--- config.mk ---
export PLATFORM = sky130hd
export DESIGN_NAME = rr_grant_encoder_8_3
export DESIGN_NICKNAME = d
export VERILOG_FILES = /design/src/rtl/regfile_pkg.sv /design/src/rtl/rr_priority_encoder.sv /design/src/rtl/rr_grant_encoder_8_3.sv
export SDC_FILE = /design/constraint.sdc
export NUM_CORES = 1
export LEC_CHECK = 0
export CORE_ASPECT_RATIO = 0.6
export CORE_UTILIZATION = 30
export DETAILED_ROUTE_END_ITERATION = 10
export GPL_ROUTABILITY_DRIVEN = 0
export SYNTH_ARGS = -nofsm -noshare
export SYNTH_HDL_FRONTEND = slang
export SYNTH_SLANG_ARGS = --single-unit
--- constraint.sdc ---
create_clock -name clk -period 10.1 [get_ports clk]
set_clock_uncertainty 0.2 [all_clocks]
set_input_delay 1.01 -clock clk [delete_from_list [all_inputs] [get_ports clk]]
set_output_delay 1.01 -clock clk [all_outputs]
set_load 0.01 [all_outputs]
--- src/rtl/regfile_pkg.sv ---
// Shared types and sizes for the register-file write-port select path.
package regfile_pkg;

    localparam int NUM_REQ = 8;
    localparam int SEL_W   = 3;

    typedef enum logic {IDLE, GRANT} grant_state_e;

    typedef logic [SEL_W-1:0] reg_sel_t;

endpackage

--- src/rtl/rr_priority_encoder.sv ---
// Rotating priority encoder: first set request bit at or above start, wrapping 7->0.
module rr_priority_encoder
    import regfile_pkg::*;
(
    input  logic [NUM_REQ-1:0] request,
    input  logic [SEL_W-1:0]   start,
    output logic               found,
    output logic [SEL_W-1:0]   idx
);

    logic [NUM_REQ-1:0] rot;
    reg_sel_t           off;

    // Rotate right by start so the search origin lands at bit 0; the SEL_W-bit
    // index sum wraps naturally modulo NUM_REQ.
    always_comb begin
        rot = '0;
        for (int i = 0; i < NUM_REQ; i++) begin
            rot[i] = request[SEL_W'(i) + start];
        end
    end

    always_comb begin
        found = 1'b0;
        off   = '0;
        for (int i = NUM_REQ - 1; i >= 0; i--) begin
            if (rot[i]) begin
                found = 1'b1;
                off   = SEL_W'(i);
            end
        end
    end

    assign idx = off + start;

endmodule

--- src/rtl/rr_grant_encoder_8_3.sv ---
// Round-robin 8->3 grant encoder with sticky valid/ready grants and a one-hot copy.
module rr_grant_encoder_8_3
    import regfile_pkg::*;
(
    input  logic               clk,
    input  logic               reset_n,
    input  logic               enable,
    input  logic [NUM_REQ-1:0] request,
    input  logic               grant_ready,
    output logic               grant_valid,
    output logic [SEL_W-1:0]   grant_sel,
    output logic [NUM_REQ-1:0] grant_onehot
);

    grant_state_e       state, state_nxt;
    reg_sel_t           ptr, ptr_nxt;
    reg_sel_t           search_start;
    logic               found;
    reg_sel_t           winner;
    logic               valid_nxt;
    reg_sel_t           sel_nxt;
    logic [NUM_REQ-1:0] onehot_nxt;

    // On an accept the pointer update has not landed yet, so search from
    // grant_sel+1 directly to keep back-to-back grants fair.
    assign search_start = (state == GRANT) ? reg_sel_t'(grant_sel + 1'b1) : ptr;

    rr_priority_encoder u_prio (
        .request (request),
        .start   (search_start),
        .found   (found),
        .idx     (winner)
    );

    always_ff @(posedge clk or negedge reset_n) begin
        if (!reset_n) begin
            state        <= IDLE;
            ptr          <= '0;
            grant_valid  <= 1'b0;
            grant_sel    <= '0;
            grant_onehot <= '0;
        end else begin
            state        <= state_nxt;
            ptr          <= ptr_nxt;
            grant_valid  <= valid_nxt;
            grant_sel    <= sel_nxt;
            grant_onehot <= onehot_nxt;
        end
    end

    always_comb begin
        state_nxt  = state;
        ptr_nxt    = ptr;
        valid_nxt  = grant_valid;
        sel_nxt    = grant_sel;
        onehot_nxt = grant_onehot;
        unique case (state)
            IDLE: begin
                if (enable && found) begin
                    state_nxt  = GRANT;
                    valid_nxt  = 1'b1;
                    sel_nxt    = winner;
                    onehot_nxt = NUM_REQ'(1) << winner;
                end
            end
            GRANT: begin
                if (grant_ready) begin
                    ptr_nxt = reg_sel_t'(grant_sel + 1'b1);
                    if (enable && found) begin
                        valid_nxt  = 1'b1;
                        sel_nxt    = winner;
                        onehot_nxt = NUM_REQ'(1) << winner;
                    end else begin
                        // grant_sel intentionally keeps its last value
                        state_nxt  = IDLE;
                        valid_nxt  = 1'b0;
                        onehot_nxt = '0;
                    end
                end
            end
            default: state_nxt = IDLE;
        endcase
    end

endmodule

==> reports/qor.yml, run 1 <==
outcome: "finished clean"
average_cell_area_after_synthesis_sq_um: 11.1
tritoncts_clock_tree: "done"
areaGrowthSynthToFinish_pct: 23.1
globalRouteOverflowTotal: 0
critical_path_rt_ns: 10.00
total_of_cells_resized_after_clock_tree_synthesis: 0
timing_worst_setup_path_type: "reg -> reg"
synth_cell_type_count: 41
postSynthNetCount: 136
cts_inserted_buffers: 3
worst_slack_ns: 5.45
setup-violations-final: 0
final_design_area_no_fill_sq_um: 1650
cp_slowest_stage_delay_ns: 0.56
crit_buf_inv: 2
fillCellCount: 422
ios: 24
root_buffer: "sky130_fd_sc_hd__clkbuf_8"
die_y_um: 53.7
netlist_instances: 120
max_slew.worst_pin.slew_ns: 0.734
clock.fmax_ghz: 0.215
timing.max_slew.rel_slack_pct: 50.9
wl_um: 3050
crit_cells: 14
port_buffers: 23
remaining_drc_errors: 0
critPathArrivalTime_ns: 4.55
first_iter_violations: 59
cp_cell_sequence: "ha_1 > mux2i_4 > inv_4 > ha_1 > mux4_2 > nand2b_1 > a21o_1 > a21boi_0 > ha_1 > inv_1 > fa_1 > xnor2_1 > mux2i_4 > a32oi_1"
via_count: 1081
coreArea_sq_um: 4190
synth_seq_cells: 16
report.final.slew_viol_count: 0
insertedDiodeCount: 0
detail_route.vias_per_cell: 5.38
h-tree-depth: 1
placement.cell_area_sq_um: 1610
rsz0062_at_grt: "no"
drt-wirelength-per-cell_um: 15.2
crit_path_end_kind: "register"
critical_path.slowest_cell: "sky130_fd_sc_hd__mux4_2"
antenna_found_initial: 0
crit_path_frequent_cell: "sky130_fd_sc_hd__ha_1"
yosys_warnings: 0
syn-cell-area_sq_um: 1340
tns_ns: 0
maximum_number_of_pins_on_one_net_before_global_route_repair: 17
synth.yosys.seq_area_share_pct: 29.9
netlist.top_cell.by_area: "sky130_fd_sc_hd__dfrtp_1"
fp-row-count: 18
die_w_um: 88.2
grt_pass1_vias: 988
design.die.area_sq_um: 4740
hold_path_depth: 2
netlist_top_cells_area: "sky130_fd_sc_hd__dfrtp_1 (30%), sky130_fd_sc_hd__mux2i_1 (7.5%), sky130_fd_sc_hd__a32o_1 (6.0%)"
cap_violations: 0
worst-r2r-setup-slack_ns: 5.45
clock_tree.buffer_depth: 2
final_antenna_net_count: 0
global_route.usage.total_pct: 13.9
post-dp-hpwl_um: 2440
critPathLaunchType: "register"
grt_first_pass_wirelength_um: 5020
crit_family: "multiplexers"
clock_latency_ns: 0.24
critical_path.max_fanout: 9
final_min_period_over_clock_period_pct: 46.1
hold_class: "reg -> reg"
clock-sinks: 16
fraction_of_final_layout_cells_sized_beyond_drive_strength_1_pct: 13.5
detailedRoute.firstPassIterationCount: 4
r2r.worst_path.cells: 14
pre_cts_setup_slack_ns: 5.44
post_cts_hold_buffer_count: 0
floorplan.initialDensity_pct: 31.9
synth.top_cell.area_share_pct: 29.9
worst_setup_hold_path_clk_slew_ns: 0.06
min_period_ns: 4.65
num-nets-final: 159
timing.final.hold_violations: 0
cts_post_setup_buffers_inserted: 0
==> metrics by stage <==
step	hold slack, ns	std cells	util (%)
floorplan	0.251	120	-
global placement	0.262	198	38.3
detailed placement	0.265	198	38.3
CTS	0.280	201	39.3
global route	0.316	201	39.3
finish	0.272	201	39.3
==> cell usage after synthesis <==
library cell / number
sky130_fd_sc_hd__a2111o_1: 1
sky130_fd_sc_hd__a21bo_2: 1
sky130_fd_sc_hd__a21boi_0: 2
sky130_fd_sc_hd__a21o_1: 3
sky130_fd_sc_hd__a21oi_1: 1
sky130_fd_sc_hd__a31oi_1: 1
sky130_fd_sc_hd__a32o_1: 8
sky130_fd_sc_hd__a32oi_1: 1
sky130_fd_sc_hd__and2_1: 3
sky130_fd_sc_hd__and2b_1: 2
sky130_fd_sc_hd__buf_4: 3
sky130_fd_sc_hd__buf_6: 1
sky130_fd_sc_hd__clkbuf_1: 1
sky130_fd_sc_hd__dfrtp_1: 16
sky130_fd_sc_hd__fa_1: 1
sky130_fd_sc_hd__ha_1: 3
sky130_fd_sc_hd__inv_1: 3
sky130_fd_sc_hd__inv_4: 1
sky130_fd_sc_hd__mux2_2: 5
sky130_fd_sc_hd__mux2_4: 1
sky130_fd_sc_hd__mux2i_1: 10
sky130_fd_sc_hd__mux2i_4: 3
sky130_fd_sc_hd__mux4_1: 2
sky130_fd_sc_hd__mux4_2: 3
sky130_fd_sc_hd__nand2_1: 11
sky130_fd_sc_hd__nand2b_1: 3
sky130_fd_sc_hd__nand3_1: 5
sky130_fd_sc_hd__nand3b_1: 1
sky130_fd_sc_hd__nor2_1: 3
sky130_fd_sc_hd__nor3_1: 1
sky130_fd_sc_hd__nor3_4: 2
sky130_fd_sc_hd__nor3b_1: 2
sky130_fd_sc_hd__o211a_1: 1
sky130_fd_sc_hd__o211ai_1: 1
sky130_fd_sc_hd__o21a_1: 1
sky130_fd_sc_hd__o21ai_0: 4
sky130_fd_sc_hd__o21bai_1: 1
sky130_fd_sc_hd__o221ai_1: 1
sky130_fd_sc_hd__o22ai_1: 2
sky130_fd_sc_hd__or2b_1: 1
sky130_fd_sc_hd__xnor2_1: 4
==> area by class of cell <==
type                    count  area [sq um]  share of cell area (%)
multi-input cells          95           882                    53.6
clock buffers               3          41.3                    2.51
flip-flops and latches     16           400                    24.3
well taps                  60          75.1                    4.56
inverters                   4          17.5                    1.06
repair buffers             23           230                    14.0
==> cells by family (layout without fill, tap and decap cells) <==
kind of cell / after synthesis / count (layout) / share of synthesized area [%]
buffers and inverters: 9 / 30 / 4.12
and+or+nand+nor: 34 / 34 / 14.8
xor gates and xnor gates: 4 / 4 / 2.62
DFF: 16 / 16 / 29.9
muxes: 24 / 24 / 26.8
adders and majority gates: 4 / 4 / 4.30
AOI/OAI and AO/OA: 29 / 29 / 17.4
==> metal layers <==
metal	GRT usage, %	wire length [um]	part of all wire, %
met1	20.9	1530	50
met2	20.6	1420	47
met3	3.22	100	3.3
met4	2.15	0	0
met5	0	0	0
==> flip-flops by register name, indices dropped and copies added (netlist names) <==
name and cells:
ptr 3, grant_sel 3, grant_valid 1, state 1, grant_onehot 8
==> worst min-delay path, delay by kind of cell (launching register included) <==
kind,cells,cell delay [ns]
flip-flops,1,0.34
AND/OR/NAND/NOR,2,0.11
==> placed cells by master (no fill, tap or decap), types with 3 or more instances in the layout <==
cell	count
sky130_fd_sc_hd__mux2_2	5
sky130_fd_sc_hd__mux4_2	3
sky130_fd_sc_hd__and2_1	3
sky130_fd_sc_hd__mux2i_4	3
sky130_fd_sc_hd__nand3_1	5
sky130_fd_sc_hd__nor2_1	3
sky130_fd_sc_hd__clkdlybuf4s50_1	23
sky130_fd_sc_hd__dfrtp_1	16
sky130_fd_sc_hd__nand2b_1	3
sky130_fd_sc_hd__clkbuf_8	3
sky130_fd_sc_hd__a21o_1	3
sky130_fd_sc_hd__o21ai_0	4
sky130_fd_sc_hd__ha_1	3
sky130_fd_sc_hd__xnor2_1	4
sky130_fd_sc_hd__nand2_1	11
sky130_fd_sc_hd__mux2i_1	10
sky130_fd_sc_hd__inv_1	3
sky130_fd_sc_hd__a32o_1	8
==> path summary, 6_finish.rpt <==
check                             start              end
max in group asynchronous       reset_n      grant_valid
max reg2reg                grant_sel[0]     grant_sel[2]
min                         grant_valid      grant_valid
min reg2reg                 grant_valid      grant_valid
max                        grant_sel[0]     grant_sel[2]
min in group asynchronous       reset_n  grant_onehot[7]
Power of run 1 is left out: the tool's default activity adds up to more than one toggle a clock period on the data nets, which glitch-free logic cannot reach.
==> inputs of run 2 (changes only) <==
- clock period: 10.1 -> 4.5 ns (I/O delays scaled with it)
==> run 2 against run 1 <==
Maximum frequency grew 8.8%. Sequential share of layout area shrank 0.44 points. Register-to-register slack lost 5.2 ns. Die area is the same. Cell count grew 2.0%. Global-route usage shrank 0.33 points. First-iteration DRC count grew 58%.
==> reports/qor.yml, run 2 (same netlist as run 1, synthesis figures left out) <==
cts_inserted_buffers: 3  # unchanged
num-nets-final: 163  # +2.5%
design.die.area_sq_um: 4740  # unchanged
crit_path_end_kind: "register"
die_w_um: 88.2  # unchanged
timing.final.hold_violations: 0  # unchanged
areaGrowthSynthToFinish_pct: 25.4
timing_worst_setup_path_type: "reg -> reg"
post-dp-hpwl_um: 2480  # +1.4%
port_buffers: 23  # unchanged
detailedRoute.firstPassIterationCount: 4  # unchanged
drt-wirelength-per-cell_um: 14.7  # -3.3%
tns_ns: 0  # unchanged
r2r.worst_path.cells: 15  # +1
first_iter_violations: 93  # +58%
detail_route.vias_per_cell: 5.19  # -3.6%
clock-sinks: 16  # unchanged
coreArea_sq_um: 4190  # unchanged
met3_wirelength_um: 134  # +34%
clock.fmax_ghz: 0.234  # +8.8%
clock_latency_ns: 0.25  # about the same
clock_tree.buffer_depth: 2  # unchanged
grt_pass1_vias: 965  # -2.3%
antenna_found_initial: 0  # unchanged
pre_cts_setup_slack_ns: 0.0601  # -5.38 ns
fraction_of_final_layout_cells_sized_beyond_drive_strength_1_pct: 15.9  # +2.4 points
h-tree-depth: 1  # unchanged
worst_slack_ns: 0.223  # -5.23 ns
final_antenna_net_count: 0  # unchanged
rsz0062_at_grt: "no"
min_period_ns: 4.28  # -0.375 ns
hold_path_depth: 2  # unchanged
globalRouteOverflowTotal: 0  # unchanged
maximum_number_of_pins_on_one_net_before_global_route_repair: 17  # unchanged
wl_um: 3010  # -1.4%
routed.top_layer: "met4"
fp-row-count: 18  # unchanged
cap_violations: 0  # unchanged
hold_class: "reg -> reg"
mostFrequentLayoutCells: "sky130_fd_sc_hd__clkdlybuf4s50_1 (23), sky130_fd_sc_hd__dfrtp_1 (16), sky130_fd_sc_hd__nand2_1 (11), sky130_fd_sc_hd__mux2i_1 (10), sky130_fd_sc_hd__a32o_1 (8)"
critical_path.max_fanout: 6  # -3
critical_path_rt_ns: 4.41  # -5.59 ns
r2r_startpoint: "grant_sel[0]"
via_count: 1063  # -1.7%
post_cts_hold_buffer_count: 0  # unchanged
root_buffer: "sky130_fd_sc_hd__clkbuf_8"
report.final.slew_viol_count: 0  # unchanged
worst-r2r-setup-slack_ns: 0.22  # -5.23 ns
remaining_drc_errors: 0  # unchanged
outcome: "finished clean"
setup-violations-final: 0  # unchanged
r2r_end: "grant_sel[2]"
final_min_period_over_clock_period_pct: 95.0  # +49 points
die_y_um: 53.7  # unchanged
ios: 24  # unchanged
most_common_cell_after_layout_fill_and_taps_aside: "sky130_fd_sc_hd__clkdlybuf4s50_1"
insertedDiodeCount: 0  # unchanged
regMostFlops: "grant_onehot"
critPathLaunchType: "register"
floorplan.initialDensity_pct: 31.9  # unchanged
worst_setup_hold_path_clk_slew_ns: 0.06  # about the same
route.met2.wl_um: 1380  # -2.7%
tritoncts_clock_tree: "done"
worst_hold_path.endpoint: "grant_valid"
critPathArrivalTime_ns: 4.18  # -0.37 ns
reg.largest.list: "grant_onehot x8, grant_sel x3, ptr x3"
timing.max_slew.rel_slack_pct: 51.1  # +0.18 points
route.layer.met1.wl_um: 1460  # -4.3%
worst_hold_startpoint: "grant_valid"
largest_register_ff_count: 8  # unchanged
max_slew.worst_pin.slew_ns: 0.732  # -0.00271 ns
global_route.usage.total_pct: 13.6  # -0.33 points
grt_first_pass_wirelength_um: 4820  # -4.1%
==> run 2: cell count changes in the layout (fill, tap and decap cells not counted) <==
cell | previous run | this run
sky130_fd_sc_hd__buf_4 | 0 | 4
==> run 2: metrics by stage <==
step                      hold WS (ns)  util [%]  instance area, sq um  instances
after floorplan                -0.0456         -                  1340        120
after global placement           0.262      38.7                  1620        200
after detailed placement         0.270      38.7                  1620        200
after CTS                        0.285      39.7                  1660        203
after global routing             0.330      40.0                  1680        205
final                            0.279      40.0                  1680        205
==> run 2: worst max-delay path, stage by stage (launching register included) <==
cell                       delay [ns]
sky130_fd_sc_hd__dfrtp_1         0.43
sky130_fd_sc_hd__ha_1            0.36
sky130_fd_sc_hd__mux2i_4         0.27
sky130_fd_sc_hd__inv_4           0.10
sky130_fd_sc_hd__ha_1            0.35
sky130_fd_sc_hd__mux4_2          0.55
sky130_fd_sc_hd__nand2b_1        0.16
sky130_fd_sc_hd__a21o_1          0.16
sky130_fd_sc_hd__a21boi_0        0.17
sky130_fd_sc_hd__ha_1            0.17
sky130_fd_sc_hd__inv_1           0.05
sky130_fd_sc_hd__fa_1            0.37
sky130_fd_sc_hd__xnor2_1         0.19
sky130_fd_sc_hd__buf_4           0.18
sky130_fd_sc_hd__mux2i_4         0.29
sky130_fd_sc_hd__a32oi_1         0.14
==> run 2: final cells by class <==
type	instances	area, sq um
fillers	431	2510
flip-flops and latches	16	400
well taps	60	75.1
repair buffers	27	260
inverters	4	17.5
clock buffers	3	41.3
multi-input cells	95	882
==> run 2: routing by layer <==
metal,global-route usage (%),up-vias
li1,-,516
met1,19.8,519
met2,20.5,24
met3,3.22,4
met4,2.96,0
met5,0,-
==> run 2: repair_timing <==
action / in CTS / in global routing
endpoints found under the setup margin: 0 / 9
gates resized for setup: 0 / 0
setup buffers: 0 / 2
==> run 2: how the worst max path moves through the flow <==
stage                       startpoint      endpoint  slack, ns  depth (start not counted)
after floorplan           grant_sel[0]  grant_sel[2]       0.22                         14
after global placement    grant_sel[0]  grant_sel[2]       0.15                         15
after detailed placement  grant_sel[0]  grant_sel[2]       0.06                         15
after CTS                 grant_sel[0]  grant_sel[2]       0.04                         15
after global routing      grant_sel[0]  grant_sel[2]       0.01                         16
final                     grant_sel[0]  grant_sel[2]       0.22                         15
Power of run 2 is left out for the same reason.
==> inputs of run 3 (changes only) <==
- SETUP_SLACK_MARGIN: not set -> 0.15
==> run 3 against run 2 <==
Routed wire length rose by 2.6%. Sequential share of layout area fell by 0.23 points. Final area rose by 0.97%. Global-route usage rose by 0.10 points. Hold slack got worse by 0.0018 ns. Non-clock buffer count fell by 1.
==> reports/qor.yml, run 3 (same netlist as run 1, synthesis figures left out) <==
floorplan.initialDensity_pct: 31.9  # unchanged
insertedDiodeCount: 0  # unchanged
port_buffers: 23  # unchanged
post-dp-hpwl_um: 2480  # unchanged
outcome: "finished clean"
worst_hold_path.endpoint: "grant_valid"
min_period_ns: 4.14  # -0.136 ns
report.final.slew_viol_count: 0  # unchanged
worst_hold_startpoint: "grant_valid"
max_slew.worst_pin.slew_ns: 0.741  # +0.00943 ns
hold_path_depth: 2  # unchanged
setup-violations-final: 0  # unchanged
r2r.worst_path.cells: 15  # unchanged
detail_route.vias_per_cell: 5.12  # -1.3%
r2r_startpoint: "grant_sel[0]"
final_min_period_over_clock_period_pct: 92.0  # -3.0 points
die_w_um: 88.2  # unchanged
antenna_found_initial: 0  # unchanged
areaGrowthSynthToFinish_pct: 26.6
critPathLaunchType: "register"
critPathArrivalTime_ns: 4.05  # -0.13 ns
wl_um: 3080  # +2.6%
num-nets-final: 162  # -0.61%
r2r_end: "grant_sel[2]"
maximum_number_of_pins_on_one_net_before_global_route_repair: 17  # unchanged
timing.final.hold_violations: 0  # unchanged
most_common_cell_after_layout_fill_and_taps_aside: "sky130_fd_sc_hd__clkdlybuf4s50_1"
final_design_area_no_fill_sq_um: 1690  # +0.97%
regMostFlops: "grant_onehot"
fraction_of_final_layout_cells_sized_beyond_drive_strength_1_pct: 18.1  # +2.2 points
grt_pass1_vias: 973  # +0.83%
first_iter_violations: 116  # +25%
critical_path_rt_ns: 4.41  # about the same
largest_register_ff_count: 8  # unchanged
globalRouteOverflowTotal: 0  # unchanged
crit_path_end_kind: "register"
h-tree-depth: 1  # unchanged
grt_first_pass_wirelength_um: 4860  # +0.85%
design.die.area_sq_um: 4740  # unchanged
post_cts_hold_buffer_count: 0  # unchanged
clock.fmax_ghz: 0.242  # +3.3%
worst-r2r-setup-slack_ns: 0.36  # +0.14 ns
reg.largest.list: "grant_onehot x8, grant_sel x3, ptr x3"
hold_class: "reg -> reg"
clock-sinks: 16  # unchanged
die_y_um: 53.7  # unchanged
worst_setup_hold_path_clk_slew_ns: 0.06  # about the same
critical_path.max_fanout: 6  # unchanged
fin_cells: 204  # -0.49%
drt-wirelength-per-cell_um: 15.1  # +3.1%
mostFrequentLayoutCells: "sky130_fd_sc_hd__clkdlybuf4s50_1 (23), sky130_fd_sc_hd__dfrtp_1 (16), sky130_fd_sc_hd__mux2i_1 (10), sky130_fd_sc_hd__nand2_1 (10), sky130_fd_sc_hd__a32o_1 (8)"
placed_cells: 200  # unchanged
root_buffer: "sky130_fd_sc_hd__clkbuf_8"
rsz0062_at_grt: "no"
placement.cell_area_sq_um: 1620  # unchanged
timing_worst_setup_path_type: "reg -> reg"
fp-row-count: 18  # unchanged
ios: 24  # unchanged
final_antenna_net_count: 0  # unchanged
via_count: 1044  # -1.8%
global_route.usage.total_pct: 13.7  # +0.10 points
tns_ns: 0  # unchanged
coreArea_sq_um: 4190  # unchanged
clock_tree.buffer_depth: 2  # unchanged
cap_violations: 0  # unchanged
cts_inserted_buffers: 3  # unchanged
timing.max_slew.rel_slack_pct: 50.4  # -0.63 points
remaining_drc_errors: 0  # unchanged
clock_latency_ns: 0.25  # about the same
detailedRoute.firstPassIterationCount: 4  # unchanged
tritoncts_clock_tree: "done"
[run 3: changes by cell type in the layout (fill, tap and decap cells not counted), sizes merged]
cell / delta
buf: -1
[run 3: repair_timing]
action                                  4_1_cts  5_1_grt
buffers inserted                              1        0
resized for setup                             0        4
endpoints found under the setup margin        9        6
[run 3: per-layer routing]
| layer | part of all wire (%) | global-route usage (%) |
|---|---|---|
| met2 | 46 | 20.6 |
| met3 | 2.6 | 3.22 |
| met5 | 0 | 0 |
| met4 | 0.49 | 2.96 |
| met1 | 51 | 20.0 |
[run 3: worst max-delay path by stage]
| stage | start | endpoint | slack, ns |
|---|---|---|---|
| final | grant_sel[0] | grant_sel[2] | 0.36 |
| after global routing | grant_sel[0] | grant_sel[2] | 0.21 |
| after floorplan | grant_sel[0] | grant_sel[2] | 0.22 |
| after global placement | grant_sel[0] | grant_sel[2] | 0.15 |
| after CTS | grant_sel[0] | grant_sel[2] | 0.26 |
| after detailed placement | grant_sel[0] | grant_sel[2] | 0.06 |
[run 3: area by class of cell]
class / count / area (sq um)
clock buffers: 3 / 41.3
fillers: 434 / 2500
inverters: 4 / 17.5
multi-input cells: 95 / 906
flip-flops and latches: 16 / 400
well taps: 60 / 75.1
repair buffers: 26 / 253
[run 3: worst max-delay path, cell delays in order (launching register included)]
cell                       delay [ns]
sky130_fd_sc_hd__dfrtp_1         0.46
sky130_fd_sc_hd__ha_4            0.28
sky130_fd_sc_hd__mux2i_4         0.19
sky130_fd_sc_hd__inv_4           0.09
sky130_fd_sc_hd__ha_1            0.34
sky130_fd_sc_hd__mux4_2          0.55
sky130_fd_sc_hd__nand2b_1        0.16
sky130_fd_sc_hd__a21o_1          0.16
sky130_fd_sc_hd__a21boi_0        0.18
sky130_fd_sc_hd__ha_1            0.17
sky130_fd_sc_hd__inv_1           0.05
sky130_fd_sc_hd__fa_1            0.37
sky130_fd_sc_hd__xnor2_1         0.19
sky130_fd_sc_hd__buf_4           0.17
sky130_fd_sc_hd__mux2i_4         0.30
sky130_fd_sc_hd__a32oi_1         0.14
[run 3: through the flow]
stage	setup WS [ns]	hold slack [ns]	util (%)
2_1_floorplan	0.221	-0.0456	-
3_3_place_gp	0.149	0.262	38.7
3_5_place_dp	0.0601	0.270	38.7
4_1_cts	0.264	0.285	39.8
5_1_grt	0.207	0.330	40.4
6_report	0.359	0.278	40.4
Power of run 3 is left out for the same reason.
